[config.mk]
export PLATFORM = sky130hd
export DESIGN_NAME = dmem_arbiter
export DESIGN_NICKNAME = d
export VERILOG_FILES = /design/src/rtl/dmem_arbiter.sv
export SDC_FILE = /design/constraint.sdc
export NUM_CORES = 1
export LEC_CHECK = 0
export CAP_MARGIN = 15
export CORE_MARGIN = 5
export CORE_UTILIZATION = 42
export DETAILED_ROUTE_END_ITERATION = 8
export PLACE_DENSITY_LB_ADDON = 0.1
export RECOVER_POWER = 100
export SYNTH_ARGS = -nofsm -noshare
export SYNTH_HDL_FRONTEND = slang
export SYNTH_SLANG_ARGS = --single-unit
[constraint.sdc]
create_clock -name clk -period 4.1 [get_ports clk]
set_clock_uncertainty 0.1 [all_clocks]
set_input_delay 0.41 -clock clk [delete_from_list [all_inputs] [get_ports clk]]
set_output_delay 0.41 -clock clk [all_outputs]
set_load 0.01 [all_outputs]
[src/rtl/dmem_arbiter.sv]
// dmem_arbiter: shares one single-ported data memory between the core
// load/store unit (requester 0) and the debug/DMA port (requester 1).
// Round-robin arbitration, a lock for atomic read-modify-write, error
// checking on alignment and range, and a registered response per requester.
module dmem_arbiter #(
    parameter int DATA_W    = 32,
    parameter int ADDR_W    = 6,
    parameter int MEM_DEPTH = 16
) (
    input  logic              clk,
    input  logic              rst,

    input  logic              req0_valid,
    output logic              req0_ready,
    input  logic [ADDR_W-1:0] req0_addr,
    input  logic              req0_we,
    input  logic [DATA_W-1:0] req0_wdata,
    input  logic              req0_lock,
    output logic              rsp0_valid,
    input  logic              rsp0_ready,
    output logic [DATA_W-1:0] rsp0_rdata,
    output logic              rsp0_err,

    input  logic              req1_valid,
    output logic              req1_ready,
    input  logic [ADDR_W-1:0] req1_addr,
    input  logic              req1_we,
    input  logic [DATA_W-1:0] req1_wdata,
    input  logic              req1_lock,
    output logic              rsp1_valid,
    input  logic              rsp1_ready,
    output logic [DATA_W-1:0] rsp1_rdata,
    output logic              rsp1_err,

    output logic [ADDR_W-1:0] mem_addr,
    output logic              mem_we,
    output logic [DATA_W-1:0] mem_wdata,
    input  logic [DATA_W-1:0] mem_rdata
);

    typedef enum logic [1:0] {
        UNLOCKED = 2'b00,
        LOCKED0  = 2'b01,
        LOCKED1  = 2'b10
    } lock_state_t;

    lock_state_t       lock_state_r;
    logic              last_grant_r;

    logic              rsp0_valid_r;
    logic [DATA_W-1:0] rsp0_rdata_r;
    logic              rsp0_err_r;
    logic              rsp1_valid_r;
    logic [DATA_W-1:0] rsp1_rdata_r;
    logic              rsp1_err_r;

    logic              elig0_s;
    logic              elig1_s;
    logic              grant0_s;
    logic              grant1_s;
    logic              any_grant_s;
    logic [ADDR_W-1:0] win_addr_s;
    logic              win_we_s;
    logic [DATA_W-1:0] win_wdata_s;
    logic              win_lock_s;
    logic              win_err_s;
    logic [DATA_W-1:0] win_rsp_rdata_s;

    // Misaligned or beyond the last memory word.
    function automatic logic addr_err_f(input logic [ADDR_W-1:0] addr);
        logic [31:0] word_idx;
        word_idx = 32'(addr[ADDR_W-1:2]);
        return (addr[1:0] != 2'b00) || (word_idx >= 32'(MEM_DEPTH));
    endfunction

    // A requester may compete only if its response slot frees up this cycle.
    always_comb begin
        elig0_s = req0_valid & (~rsp0_valid_r | rsp0_ready);
        elig1_s = req1_valid & (~rsp1_valid_r | rsp1_ready);
    end

    // Pick the winner: lock owner only, otherwise round-robin on ties.
    always_comb begin
        grant0_s = 1'b0;
        grant1_s = 1'b0;
        if (!rst) begin
            grant0_s = 1'b0;
            grant1_s = 1'b0;
        end else begin
            case (lock_state_r)
                LOCKED0: begin
                    grant0_s = elig0_s;
                end
                LOCKED1: begin
                    grant1_s = elig1_s;
                end
                UNLOCKED: begin
                    if (elig0_s && elig1_s) begin
                        if (last_grant_r) begin
                            grant0_s = 1'b1;
                        end else begin
                            grant1_s = 1'b1;
                        end
                    end else begin
                        grant0_s = elig0_s;
                        grant1_s = elig1_s;
                    end
                end
                default: begin
                    grant0_s = 1'b0;
                    grant1_s = 1'b0;
                end
            endcase
        end
    end

    // Route the winning request's fields; all zero when nobody wins.
    always_comb begin
        win_addr_s  = {ADDR_W{1'b0}};
        win_we_s    = 1'b0;
        win_wdata_s = {DATA_W{1'b0}};
        win_lock_s  = 1'b0;
        if (grant0_s) begin
            win_addr_s  = req0_addr;
            win_we_s    = req0_we;
            win_wdata_s = req0_wdata;
            win_lock_s  = req0_lock;
        end else if (grant1_s) begin
            win_addr_s  = req1_addr;
            win_we_s    = req1_we;
            win_wdata_s = req1_wdata;
            win_lock_s  = req1_lock;
        end else begin
            win_addr_s  = {ADDR_W{1'b0}};
            win_we_s    = 1'b0;
            win_wdata_s = {DATA_W{1'b0}};
            win_lock_s  = 1'b0;
        end
    end

    // Error flag and the read data that the response will capture.
    always_comb begin
        any_grant_s     = grant0_s | grant1_s;
        win_err_s       = addr_err_f(win_addr_s);
        win_rsp_rdata_s = {DATA_W{1'b0}};
        if (!win_we_s && !win_err_s) begin
            win_rsp_rdata_s = mem_rdata;
        end else begin
            win_rsp_rdata_s = {DATA_W{1'b0}};
        end
    end

    // Drive the memory and handshakes; erroneous writes never reach storage.
    always_comb begin
        req0_ready = grant0_s;
        req1_ready = grant1_s;
        mem_addr   = win_addr_s;
        mem_wdata  = win_wdata_s;
        mem_we     = any_grant_s & win_we_s & ~win_err_s;
    end

    // Lock FSM and round-robin pointer, advanced on every accepted access.
    always_ff @(posedge clk or negedge rst) begin
        if (!rst) begin
            lock_state_r <= UNLOCKED;
            last_grant_r <= 1'b1;
        end else if (any_grant_s) begin
            last_grant_r <= grant1_s;
            if (win_lock_s) begin
                lock_state_r <= grant1_s ? LOCKED1 : LOCKED0;
            end else begin
                lock_state_r <= UNLOCKED;
            end
        end
    end

    // Requester 0 response slot: load on accept, drain on consume.
    always_ff @(posedge clk or negedge rst) begin
        if (!rst) begin
            rsp0_valid_r <= 1'b0;
            rsp0_rdata_r <= {DATA_W{1'b0}};
            rsp0_err_r   <= 1'b0;
        end else if (grant0_s) begin
            rsp0_valid_r <= 1'b1;
            rsp0_rdata_r <= win_rsp_rdata_s;
            rsp0_err_r   <= win_err_s;
        end else if (rsp0_ready) begin
            rsp0_valid_r <= 1'b0;
            rsp0_rdata_r <= {DATA_W{1'b0}};
            rsp0_err_r   <= 1'b0;
        end
    end

    // Requester 1 response slot: load on accept, drain on consume.
    always_ff @(posedge clk or negedge rst) begin
        if (!rst) begin
            rsp1_valid_r <= 1'b0;
            rsp1_rdata_r <= {DATA_W{1'b0}};
            rsp1_err_r   <= 1'b0;
        end else if (grant1_s) begin
            rsp1_valid_r <= 1'b1;
            rsp1_rdata_r <= win_rsp_rdata_s;
            rsp1_err_r   <= win_err_s;
        end else if (rsp1_ready) begin
            rsp1_valid_r <= 1'b0;
            rsp1_rdata_r <= {DATA_W{1'b0}};
            rsp1_err_r   <= 1'b0;
        end
    end

    assign rsp0_valid = rsp0_valid_r;
    assign rsp0_rdata = rsp0_rdata_r;
    assign rsp0_err   = rsp0_err_r;
    assign rsp1_valid = rsp1_valid_r;
    assign rsp1_rdata = rsp1_rdata_r;
    assign rsp1_err   = rsp1_err_r;

endmodule

== After elaboration in Yosys (flattened, before gate mapping) ==
Index checks and enable logic that the tools add are counted.

* Output and inout bits: 109
* Register bits after elaboration: 71
* Input bits: 118
* Word-level logic and storage cells: 57

* Reduce and logical (&&, ||, !) cells: 8
* Equal/unequal tests: 2
* Bitwise operators: 10
* Mux-type cells: 29

{| class="wikitable"
|+ Operator list
! kind !! number
|-
| 32-bit 2-to-1 mux || 7
|-
| 1-bit 2-to-1 mux || 16
|-
| 6-bit 2-to-1 mux || 2
|-
| 2-bit nonzero test || 3
|-
| 1-bit bitwise AND || 4
|-
| 2-bit 2-to-1 mux || 2
|-
| 1-bit one-hot mux with 2 select lines || 2
|-
| 1-bit inverter || 3
|-
| 1-bit OR || 3
|-
| 2-bit by 1-bit equality test with 1-bit output, second input constant || 1
|-
| 2-bit equality test, second input constant || 1
|-
| 1-bit logical AND || 2
|-
| 1-bit zero test || 2
|-
| 2-bit zero test || 1
|}

== Depth between registers and ports, before layout ==
* Depth after elaboration: 14
* Depth in mapped cells: 6
* Gate-level depth less buffers: 4

== Least setup slack after synthesis ==
OpenSTA, ideal clock, no wires.

* Kind: reg-to-output
* Start: register lock_state_r[0]
* End: output mem_we
* Stages on the path, launching flop included: 6
* Arrival time: 1.468 ns
* Data required time: 3.590 ns
* Setup slack: 2.122 ns
* Path buffers: 1
* Cells stage by stage: dfrtp_1 > and2b_4 > o311a_1 > clkbuf_1 > nand3_1 > a21boi_0

* Word-level cells in the longest chain between the ends: 8
* Elaborated cells on any way between the ends: 16
* Those cells by class: 2 x eq/ne; 8 x mux; 4 x bitwise; 2 x reduce/logical

{| class="wikitable"
|+ RTL lines
! item !! RTL line !! RTL
|-
| start: declaration || 47 || <nowiki>lock_state_t lock_state_r;</nowiki>
|-
| start signal: assignment || 170 || <nowiki>lock_state_r <= grant1_s ? LOCKED1 : LOCKED0;</nowiki>
|-
| 2-bit equality test or 2-bit zero test (tied branches) || 90 || <nowiki>case (lock_state_r)</nowiki>
|-
| 1-bit one-hot mux with 2 select lines || 90 ||
|-
| 1-bit 2-to-1 mux || 86 || <nowiki>if (!rst) begin</nowiki>
|-
| 6-bit 2-to-1 mux || 128 || <nowiki>end else if (grant1_s) begin</nowiki>
|-
| 6-bit 2-to-1 mux || 123 || <nowiki>if (grant0_s) begin</nowiki>
|-
| 2-bit nonzero test || 73 || <nowiki>return (addr[1:0] != 2'b00) || (word_idx >= 32'(MEM_DEPTH));</nowiki>
|-
| 1-bit inverter || 159 || <nowiki>mem_we = any_grant_s & win_we_s & ~win_err_s;</nowiki>
|-
| 1-bit bitwise AND (*) || 159 ||
|-
| end: declaration || 36 || <nowiki>output logic mem_we,</nowiki>
|}

Every way passes the cells marked *; elsewhere a longest branch is shown, timed or not.

== Worst setup path in the final report ==
* Start: input req1_valid
* End: output mem_addr[2]

* Word-level cells in the longest chain between the ends: 7
* Elaborated cells on any way between the ends: 10
* Those cells by class: 8 x mux; 1 x bitwise; 1 x reduce/logical

{| class="wikitable"
|+ RTL lines
! item !! RTL line !! RTL
|-
| start: declaration || 24 || <nowiki>input logic req1_valid,</nowiki>
|-
| 1-bit bitwise AND (*) || 79 || <nowiki>elig1_s = req1_valid & (~rsp1_valid_r | rsp1_ready);</nowiki>
|-
| 1-bit logical AND || 98 || <nowiki>if (elig0_s && elig1_s) begin</nowiki>
|-
| 1-bit 2-to-1 mux || 98 ||
|-
| 1-bit one-hot mux with 2 select lines || 90 ||
|-
| 1-bit 2-to-1 mux || 86 ||
|-
| 6-bit 2-to-1 mux || 128 ||
|-
| 6-bit 2-to-1 mux (*) || 123 ||
|-
| end: declaration || 35 || <nowiki>output logic [ADDR_W-1:0] mem_addr,</nowiki>
|}

Marked as above.

==> impl_metrics.yaml <==
die:
  die_height_um: 107
  row_count: 35
  initial_core_util: 0.428
  core_area_um2: 9200
  ios: 227
  die_area_um2: 11400
  die_w_um: 107
place:
  io_buffer_count: 226
  dp_cells: 717
  post-dp-hpwl_mm: 9.87
  gp_congestion: 0.773
worst_setup_path:
  startpoint: "req1_valid"
  ff2ff_setup_slack_ps: 1460
  required_ps: 3590
  crit_fanout: 39
  r2r-start: "lock_state_r[1]$_DFFE_PN0N_"
  worstPathArrival_ps: 2920
  criticalPathCategory: "input port to primary output"
  cp-end-kind: "primary output"
  worst_setup_path_start_kind: "input port"
sta:
  maxSlewHeadroom: -0.169
  finalCritPeriodShare: 0.836
  tightestPinTransition_ps: 1750
  setup_viol: 0
  finalMaxSlewViolations: 34
  min_period_ps: 3430
  fin_tns_setup_ps: 0
  max_freq_mhz: 292
  hold_violations: 0
  rsz0062_at_grt: "no"
clock_network:
  cts_sinks: 71
  cts_hold_buf: 1
  post_cts_buffers: 0
  cts_max_level: 3
  cts-root-buf: "clkbuf_8"
  ctsResizeCount: 0
  cts_made_buffers: 9
  path_clk_slew_ps: 70
  cts_tree: "done"
  insertion_delay_ps: 340
  clockBufferDepth: 2
global_route:
  grt_pass1_wl_mm: 20.8
  use_met3: 0.0722
  antenna_found_initial: 0
  busiest_layer: "met2"
  grt_max_degree: 61
  globalRoute.totalOverflow: 0
  grt_util_met1: 0.274
  met2_usage: 0.394
  grt_use_total: 0.230
  grt_pass1_vias: 3817
routing:
  routed_wl_mm: 13.3
  avgViaCountPerCell: 5.17
  final_antenna_net_count: 0
  first_pass_iters: 5
  vias: 3793
  drc_errors: 0
  post_drt_wl_per_cell_um: 18.1
  drt_iter0_markers: 200
logic_synthesis:
  mappedNetlistArea_um2: 3930
  synthTopCellsByCount: "nand2_1, dfrtp_1, mux2i_1"
  synth_top_area_cell: "dfrtp_1"
  synth_edf_count: 0
  syn_inst: 402
  synth.yosys.seq_area_share: 0.452
  avgSynthCellArea_um2: 9.79
  synth_top_area_share: 0.445
  synth.most_common_cell: "nand2_1"
  synth-seq-cells: 71
  async_flop_share: 1.00
  synthesis.nets: 520
  synth.distinct_cells: 28
  synthTopCellsByArea: "dfrtp_1, mux2i_1, nand2_1"
  yosys_warnings: 0
  synthFlopType: "dfrtp_1"
power:
  p_sw_w: 0.000687
  leakage_nw: 2.84
  vdd_drop_max_mv: 0.247
  switching_share: 0.311
  p_int_w: 0.00152
  pwr-share-seq: 0.349
  p_clk_frac: 0.291
  p_per_area_nw_per_um2: 341
  pwr-share-comb: 0.360
hold_path:
  hold_path.class: "register to register"
  worstHoldStart: "lock_state_r[1]$_DFFE_PN0N_"
outcome:
  violations: "max-capacitance violations, max-slew violations"
  status: "complete, but fails checks"
final_layout:
  diodes: 0
  stdcell_count: 734
  final_nets: 736
  drive_above_1_share: 0.0610
  syn_to_final_growth_pct: 64.8
run:
  drv_cap: 1
## cell usage in the layout, fill, tap and decap left out
cell / netlist / final
mux2i_1: 66 / 66
and3_2: 0 / 1
and2b_4: 1 / 1
nor2_1: 3 / 3
clkbuf_8: 0 / 10
nand2b_1: 46 / 46
nand2b_4: 1 / 1
clkdlybuf4s50_1: 0 / 117
dfstp_2: 1 / 1
clkinv_2: 0 / 1
inv_1: 2 / 2
clkinv_4: 0 / 2
nand3_1: 4 / 4
mux2_2: 2 / 2
a21o_1: 1 / 1
a21boi_0: 1 / 1
nor2b_2: 1 / 1
bufinv_16: 0 / 2
inv_6: 0 / 1
dlygate4sd3_1: 0 / 109
o311a_1: 1 / 1
a21oi_1: 2 / 1
nor2b_1: 38 / 38
and2_1: 1 / 1
a21oi_4: 0 / 1
a31o_2: 1 / 1
nand2_1: 85 / 85
clkbuf_2: 0 / 3
a22oi_1: 38 / 38
clkbuf_1: 18 / 2
dfrtp_1: 70 / 70
buf_4: 6 / 6
or2_2: 1 / 1
nor3_2: 0 / 2
a311oi_4: 0 / 1
## area by class of cell
type / instances / area [um^2]
clock buffers: 10 / 138
flip-flops and latches: 71 / 1780
repair buffers: 237 / 2330
inverters: 2 / 7.51
well taps: 111 / 139
multi-input cells: 297 / 2000
fillers: 712 / 2720
clock inverters: 6 / 91.3
## registers in the layout, indices dropped and copies added, names as in the netlist
signal        flops
last_grant_r      1
rsp1_valid        1
rsp0_valid        1
rsp0_err          1
lock_state_r      2
rsp1_rdata       32
rsp0_rdata       32
rsp1_err          1
## per-layer routing
| metal | vias to the layer above | part of all wire |
|---|---|---|
| li1 | 1789 | - |
| met1 | 1823 | 0.39 |
| met2 | 157 | 0.51 |
| met3 | 24 | 0.084 |
| met4 | 0 | 0.021 |
| met5 | - | 0 |
## kinds of logic after synthesis
family | Yosys count | synth area share
mux | 68 | 0.174
buf+inv | 34 | 0.0487
simple gates | 184 | 0.238
flops | 71 | 0.452
compound gates | 45 | 0.0875
## worst max-delay path: stages
cell	delay, ps
clkdlybuf4s50_1	400
and2b_4	190
a311oi_4	270
clkbuf_2	650
a22oi_1	250
nor2b_1	140
dlygate4sd3_1	610
## final timing paths
kind                       depth (start not counted)                     endpoint
hold reg to reg                                    1  lock_state_r[1]$_DFFE_PN0N_
setup reg to reg                                   5  lock_state_r[0]$_DFFE_PN0N_
min in group asynchronous                          2    rsp0_rdata[0]$_DFFE_PN0P_
hold / removal                                     1  lock_state_r[1]$_DFFE_PN0N_
max in group asynchronous                          3    rsp0_rdata[7]$_DFFE_PN0P_
setup / recovery                                   7                  mem_addr[2]
## per-stage QoR
| stage | worst slack [ps] | hold slack, ps | area, um^2 | total power (W) | utilization |
|---|---|---|---|---|---|
| 5_1_grt | 502 | 427 | 6480 | 0.00232 | 0.705 |
| 3_3_place_gp | 1040 | 334 | 6260 | 0.00161 | 0.680 |
| 6_report | 672 | 403 | 6480 | 0.00221 | 0.705 |
| 2_1_floorplan | 2120 | 14.4 | 3930 | 0.00123 | - |
| 3_5_place_dp | 1030 | 340 | 6260 | 0.00163 | 0.680 |
| 4_1_cts | 1030 | 409 | 6500 | 0.00228 | 0.706 |
## power by group through the flow
| stage | clock [W] | combinational [W] | sequential (W) |
|---|---|---|---|
| after global placement | 0 | 0.000826 | 0.000784 |
| after detailed placement | 0 | 0.000838 | 0.000787 |
| after global routing | 0.000685 | 0.000856 | 0.000777 |
| after CTS | 0.000662 | 0.000841 | 0.000773 |
| after floorplan | 0 | 0.000438 | 0.000793 |
| final | 0.000643 | 0.000797 | 0.000771 |
Note: power is estimated with default switching activity, not from simulation.
